$ cat src/rtl/sisc_pkg.sv
// Shared definitions for the SISC fetch/control path: opcodes, IR field
// positions, fetch FSM states and next-PC selector codes.
package sisc_pkg;

    typedef enum logic [3:0] {
        OP_NOOP   = 4'd0,
        OP_LOD    = 4'd1,
        OP_STR    = 4'd2,
        OP_SWP    = 4'd3,
        OP_BRA    = 4'd4,
        OP_BRR    = 4'd5,
        OP_BNE    = 4'd6,
        OP_BNR    = 4'd7,
        OP_ALU_OP = 4'd8,
        OP_HLT    = 4'd15
    } opcode_e;

    localparam logic [3:0] AM_IMM = 4'd8;

    localparam int OPC_HI = 31;
    localparam int OPC_LO = 28;
    localparam int MM_HI  = 27;
    localparam int MM_LO  = 24;

    typedef enum logic [1:0] {
        ST_IDLE,
        ST_REQ,
        ST_WAIT,
        ST_DONE
    } fetch_state_e;

    typedef enum logic [1:0] {
        PC_HOLD,
        PC_INC,
        PC_ABS,
        PC_REL
    } pc_sel_e;

endpackage

$ cat src/rtl/sisc_pc_next.sv
// Combinational next-PC selector: hold, increment, absolute or relative
// target. All arithmetic wraps modulo 2^PC_W.
module sisc_pc_next
    import sisc_pkg::*;
#(
    parameter int PC_W = 16
) (
    input  pc_sel_e         sel,
    input  logic [PC_W-1:0] pc,
    input  logic [PC_W-1:0] imm,
    output logic [PC_W-1:0] next
);

    always_comb begin
        // NOTE: default assigned first so every path drives next; no latch.
        next = pc;
        unique case (sel)
            PC_INC:  next = pc + PC_W'(1);
            PC_ABS:  next = imm;
            PC_REL:  next = pc + imm;
            default: next = pc;
        endcase
    end

endmodule

$ cat src/rtl/sisc_fetch_unit.sv
// SISC instruction-fetch stage: PC/IR registers, variable-latency req/ack
// memory read with timeout abort, and branch PC updates (immediate or deferred).
module sisc_fetch_unit
    import sisc_pkg::*;
#(
    parameter int              PC_W     = 16,
    parameter int              INSTR_W  = 32,
    parameter int              TIMEOUT  = 15,
    parameter logic [PC_W-1:0] RESET_PC = '0
) (
    input  logic               clk,
    input  logic               rst_f,
    input  logic               fetch_start,
    input  logic               br_taken,
    input  logic               br_sel,
    input  logic [PC_W-1:0]    br_imm,
    input  logic               mem_ack,
    input  logic [INSTR_W-1:0] mem_rdata,
    output logic               mem_req,
    output logic [PC_W-1:0]    mem_addr,
    output logic [INSTR_W-1:0] ir,
    output logic [3:0]         opcode,
    output logic [3:0]         mm,
    output logic               ir_valid,
    output logic               busy,
    output logic               err_timeout,
    output logic [PC_W-1:0]    pc
);

    localparam logic [7:0] TIMEOUT_CNT = 8'(TIMEOUT);

    fetch_state_e    state, state_next;
    logic [7:0]      wait_cnt, cnt_inc;
    logic            pend_valid, pend_sel;
    logic [PC_W-1:0] pend_imm;
    pc_sel_e         pc_sel;
    logic [PC_W-1:0] pc_imm, pc_nxt;
    logic            ack_hit, abort, enter_idle;

    assign cnt_inc  = wait_cnt + 8'd1;
    assign busy     = (state != ST_IDLE);
    assign ir_valid = (state == ST_DONE);
    assign opcode   = ir[OPC_HI:OPC_LO];
    assign mm       = ir[MM_HI:MM_LO];

    always_ff @(posedge clk or negedge rst_f) begin
        // NOTE: non-blocking assignment for all sequential state.
        if (!rst_f) state <= ST_IDLE;
        else        state <= state_next;
    end

    always_comb begin
        state_next = state;
        pc_sel     = PC_HOLD;
        pc_imm     = br_imm;
        ack_hit    = 1'b0;
        abort      = 1'b0;
        unique case (state)
            ST_IDLE: begin
                if (br_taken)    pc_sel = br_sel ? PC_REL : PC_ABS;
                if (fetch_start) state_next = ST_REQ;
            end
            ST_REQ:  state_next = ST_WAIT;
            ST_WAIT: begin
                if (mem_ack) begin
                    ack_hit    = 1'b1;
                    pc_sel     = PC_INC;
                    state_next = ST_DONE;
                end else if (cnt_inc == TIMEOUT_CNT) begin
                    abort      = 1'b1;
                    state_next = ST_IDLE;
                end
            end
            ST_DONE: state_next = ST_IDLE;
            default: state_next = ST_IDLE;
        endcase

        // A branch resolved while busy lands on the edge back into IDLE; a
        // branch arriving on that very edge is the newest and wins.
        enter_idle = (state != ST_IDLE) && (state_next == ST_IDLE);
        if (enter_idle) begin
            if (br_taken) begin
                pc_sel = br_sel ? PC_REL : PC_ABS;
            end else if (pend_valid) begin
                pc_sel = pend_sel ? PC_REL : PC_ABS;
                pc_imm = pend_imm;
            end
        end
    end

    sisc_pc_next #(.PC_W(PC_W)) u_pc_next (
        .sel  (pc_sel),
        .pc   (pc),
        .imm  (pc_imm),
        .next (pc_nxt)
    );

    always_ff @(posedge clk or negedge rst_f) begin
        if (!rst_f) begin
            pc          <= RESET_PC;
            ir          <= '0;
            mem_req     <= 1'b0;
            mem_addr    <= '0;
            err_timeout <= 1'b0;
            wait_cnt    <= '0;
            pend_valid  <= 1'b0;
            pend_sel    <= 1'b0;
            pend_imm    <= '0;
        end else begin
            pc <= pc_nxt;
            if (state == ST_REQ) begin
                mem_req  <= 1'b1;
                mem_addr <= pc;
                wait_cnt <= '0;
            end
            if (state == ST_WAIT && !mem_ack) wait_cnt <= cnt_inc;
            if (ack_hit) begin
                ir      <= mem_rdata;
                mem_req <= 1'b0;
            end
            if (abort) begin
                mem_req     <= 1'b0;
                err_timeout <= 1'b1;
            end
            if (enter_idle) begin
                pend_valid <= 1'b0;
            end else if (busy && br_taken) begin
                pend_valid <= 1'b1;
                pend_sel   <= br_sel;
                pend_imm   <= br_imm;
            end
        end
    end

endmodule

$ cat config.mk
export PLATFORM = sky130hd
export DESIGN_NAME = sisc_fetch_unit
export DESIGN_NICKNAME = d
export VERILOG_FILES = /design/src/rtl/sisc_pkg.sv /design/src/rtl/sisc_pc_next.sv /design/src/rtl/sisc_fetch_unit.sv
export SDC_FILE = /design/constraint.sdc
export NUM_CORES = 1
export LEC_CHECK = 0
export ABC_CLOCK_PERIOD_IN_PS = 4130
export CAP_MARGIN = 15
export CELL_PAD_IN_SITES_DETAIL_PLACEMENT = 1
export CELL_PAD_IN_SITES_GLOBAL_PLACEMENT = 1
export CORE_UTILIZATION = 44
export DETAILED_ROUTE_END_ITERATION = 6
export DONT_BUFFER_PORTS = 1
export GPL_TIMING_DRIVEN = 0
export HOLD_SLACK_MARGIN = 0.03
export PLACE_DENSITY = 0.84
export SYNTH_ARGS = -nofsm -noshare
export SYNTH_HDL_FRONTEND = slang
export SYNTH_SLANG_ARGS = --single-unit
$ cat constraint.sdc
create_clock -name clk -period 4.13 [get_ports clk]
set_input_delay 1.0325 -clock clk [delete_from_list [all_inputs] [get_ports clk]]
set_output_delay 1.0325 -clock clk [all_outputs]
set_load 0.01 [all_outputs]
==> impl_metrics.csv <==
group,metric,value,unit
status,status,"finished, violations left",
status,violations,"negative setup slack",
synthesis,syn-instance-count,470,
timing,timing.max_slew.rel_slack,52.08,%
global_route,pin_count_of_the_biggest_net_entering_global_routing,95,
worst_setup_path,crit_fanout,4,
routing,drcViolationCount,0,
clock_tree,clock_sink_count,94,
final_layout,multiInputGateArea,0.002534,mm2
floorplan,floorplan.io_pins,130,
timing,max_clock_freq,239.9,MHz
final_layout,num_antenna_cells,0,
global_route,grt_util_all_layers,23.05,%
worst_setup_path,cp_data_arrival_time,4.43,ns
timing,max_slew.worst_pin.slew,0.7161,ns
routing,wl_met1,5.354,mm
synthesis,dominantRegCellSynth,"sky130_fd_sc_hd__dfrtp_1",
global_route,via_count_of_the_first_global_routing_pass,4002,
routing,drt_pass1_iterations,4,
timing,final_min_period_over_clock_period,100.9,%
worst_setup_path,critical_path.startpoint_type,"flop",
clock_tree,tritoncts,"yes",
synthesis,ys_ff_latch,94,
routing,post_drt_via_cell_ratio,5.771,
synthesis,seq_area_frac_synth,47.92,%
synthesis,synth_top_area_share,47.92,%
synthesis,synth.net_count,542,
power,worst_ir_drop_vdd,0.0003930,V
synthesis,warnings_synthesis,0,
routing,avgRoutedWirePerCell,20.81,um
power,power.leakage,2.568,nW
worst_setup_path,cp_data_required_time,4.39,ns
floorplan,floorplan.core_area,0.01084,mm2
routing,met3RoutedLength,875,um
timing,final_setup_violation_count,1,
floorplan,floorplan.initialDensity,45.28,%
placement,routabilityCongestion,0.8852,
global_route,global_route.overflow_total,0,
synthesis,ys_types,50,
placement,pre_cts_ws,-0.6305,ns
flow_run,maxCapViolCount,0,
clock_tree,cts_made_buffers,9,
floorplan,rows,38,
timing,rsz0062_at_grt,"true",
routing,highest_routed_metal_layer,"met4",
clock_tree,clkSlewWorstSetupHoldPaths,0.09,ns
synthesis,synth-edff-count,0,
synthesis,synthDominantAreaCellType,"sky130_fd_sc_hd__dfrtp_1",
routing,wl,13.34,mm
floorplan,die_h,107.6,um
final_layout,final_nets,568,
placement,detailedPlacementHpwl,9.038,mm
final_layout,seqCellArea,0.002352,mm2
synthesis,netlist_area,0.004908,mm2
final_layout,fill_cells,1204,
synthesis,avgSynthCellArea,10.44,um2
worst_setup_path,cp-end-kind,"flop",
power,power.density_cell_area,866.7,mW/mm2
timing,fin_clk_skew,0.005798,ns
routing,met2_wirelength,6.793,mm
min_path,worst_hold_path_type,"primary input to asynchronous set/reset pin",
clock_tree,cts-htree-levels,3,
timing,layout_setup_ws,-0.03776,ns
global_route,grt_pass1_wl,20.33,mm
final_layout,synthToLayoutAreaGrowth,14.02,%
routing,detail_route.iter0.violations,224,
timing,max_slew_violation_count,0,
floorplan,die-area,0.01158,mm2
synthesis,synth-async-reset-ratio,100.0,%
clock_tree,worstSkewPairLatency,0.38,ns
global_route,grt_antenna_before_repair,0,
clock_tree,cts.path.max_buffers,2,
timing,tns,-0.03776,ns
routing,num_vias,3699,
timing,timing_hold_violations_final,0,
placement,port_buffers,0,
worst_setup_path,worstSetupPathType,"flop to flop",
clock_tree,clock_tree.root_cell,"sky130_fd_sc_hd__clkbuf_8",
routing,antenna_violating_nets_post_route,0,
timing,finalWorstPathRequiredPeriod,4.168,ns
synthesis,ys_top_cells_by_area,"sky130_fd_sc_hd__dfrtp_1 48%, sky130_fd_sc_hd__mux2_2 12%, sky130_fd_sc_hd__nand2_1 4.9%",
floorplan,chipWidth,107.6,um
final_layout,post_route_cells_drive_above_1_share,26.15,%
worst paths after layout:
kind / startpoint / endpoint / slack, ns / depth (start not counted)
worst max-delay path: wait_cnt[1] / pc[9] / -0.04 / 19
min in group clk: pend_imm[12] / pend_imm[12] / 0.51 / 1
worst max register to register: wait_cnt[1] / pc[9] / -0.04 / 19
worst min-delay path: rst_f / ir[22] / 0.34 / 0
worst min register to register: pend_imm[12] / pend_imm[12] / 0.51 / 1
max in group asynchronous: rst_f / mem_addr[7] / 3.63 / 0
flip-flops by register name, summed over array words and instances, names as in the netlist, 2 cells and up:
signal / cells
wait_cnt: 8
pend_imm: 16
ir: 32
state: 2
mem_addr: 16
pc: 16
where the power goes:
| group | switching, mW | internal (mW) | leakage (nW) |
|---|---|---|---|
| sequential | 0.538 | 1.36 | 1.14 |
| clock | 0.337 | 0.418 | 0.126 |
| combinational | 1.20 | 0.991 | 1.30 |
| total | 2.08 | 2.77 | 2.57 |
per-layer routing:
| metal | vias to the layer above | track usage, % |
|---|---|---|
| met4 | 0 | 10.67 |
| met3 | 28 | 6.356 |
| li1 | 1684 | - |
| met2 | 133 | 39.97 |
| met1 | 1854 | 26.23 |
| met5 | - | 0 |
repair_timing:
action,CTS,global route
endpoints found under the hold margin,0,0
gates resized for setup,17,19
endpoints found under the setup margin,7,7
pin swaps,11,7
hold buffers,0,0
buffers inserted,9,7
critical path: stages (launching register included):
cell and delay, ns:
sky130_fd_sc_hd__dfrtp_1 0.41, sky130_fd_sc_hd__ha_4 0.15, sky130_fd_sc_hd__and3_4 0.19, sky130_fd_sc_hd__nand3_4 0.08, sky130_fd_sc_hd__mux2_4 0.32, sky130_fd_sc_hd__and2_4 0.16
sky130_fd_sc_hd__o211ai_4 0.25, sky130_fd_sc_hd__buf_4 0.20, sky130_fd_sc_hd__buf_4 0.12, sky130_fd_sc_hd__mux2i_1 0.22, sky130_fd_sc_hd__nor2_1 0.06, sky130_fd_sc_hd__ha_1 0.32
sky130_fd_sc_hd__o21a_1 0.20, sky130_fd_sc_hd__o21ai_1 0.26, sky130_fd_sc_hd__nor2_1 0.11, sky130_fd_sc_hd__o21ai_0 0.33, sky130_fd_sc_hd__nand2b_1 0.17, sky130_fd_sc_hd__a21oi_1 0.22
sky130_fd_sc_hd__xor2_1 0.18, sky130_fd_sc_hd__o21bai_1 0.09
cell type report:
type | count | area share (%)
multi-input cells | 343 | 45.27
flip-flops and latches | 94 | 42.03
well taps | 140 | 3.130
plain buffers | 27 | 2.683
clock buffers | 10 | 2.459
repair buffers | 16 | 2.146
clock inverters | 6 | 1.945
inverters | 5 | 0.3353
cells in the mapped netlist, types with 4 or more instances:
master	instances
sky130_fd_sc_hd__dfrtp_1	94
sky130_fd_sc_hd__nand2_1	64
sky130_fd_sc_hd__mux2_2	51
sky130_fd_sc_hd__nor2_1	39
sky130_fd_sc_hd__o21ai_0	33
sky130_fd_sc_hd__a21oi_1	29
sky130_fd_sc_hd__ha_1	17
sky130_fd_sc_hd__mux2i_1	16
sky130_fd_sc_hd__o21bai_1	14
sky130_fd_sc_hd__xor2_1	12
sky130_fd_sc_hd__clkbuf_1	11
sky130_fd_sc_hd__buf_4	8
sky130_fd_sc_hd__nand3_1	6
sky130_fd_sc_hd__o21a_1	6
sky130_fd_sc_hd__inv_1	5
sky130_fd_sc_hd__nand2b_1	5
sky130_fd_sc_hd__nor3_1	5
sky130_fd_sc_hd__buf_1	4
sky130_fd_sc_hd__nor2b_1	4
sky130_fd_sc_hd__xnor2_1	4
per-stage QoR:
stage	instance area [um2]	util [%]	cells	hold WS [ns]	total power, mW
floorplan	4925	-	470	0.4770	3.344
global placement	5100	47.05	610	0.4859	3.733
detailed placement	5100	47.05	610	0.4932	3.878
CTS	5482	50.57	634	0.3263	4.749
global route	5597	51.63	641	0.3231	5.164
finish	5597	51.63	641	0.3431	4.851
cell families after synthesis:
| kind of cell | share of synthesized area, % |
|---|---|
| xor gates and xnor gates | 2.855 |
| and+or+nand+nor | 12.16 |
| DFF | 47.92 |
| AOI/OAI and AO/OA | 13.23 |
| muxes | 15.57 |
| buffers and inverters | 3.518 |
| adders and majority gates | 4.741 |
cell usage in the layout, fill, tap and decap left out, drive strengths merged, types with 2 or more instances in the layout:
master,count
a211oi,2
nand2b,5
inv,5
nand2,65
xor2,12
o41ai,2
and2,3
nor2b,4
o21ai,36
nand4,2
mux2i,16
ha,17
o21a,6
nor2,39
o21bai,14
bufinv,3
xnor2,4
a211o,2
nor3,6
and3,2
mux2,53
dfrtp,94
clkbuf,20
buf,33
nand3,7
clkinv,3
a22o,2
a21oi,29
a21o,3
Note: power is estimated with default switching activity, not from simulation.
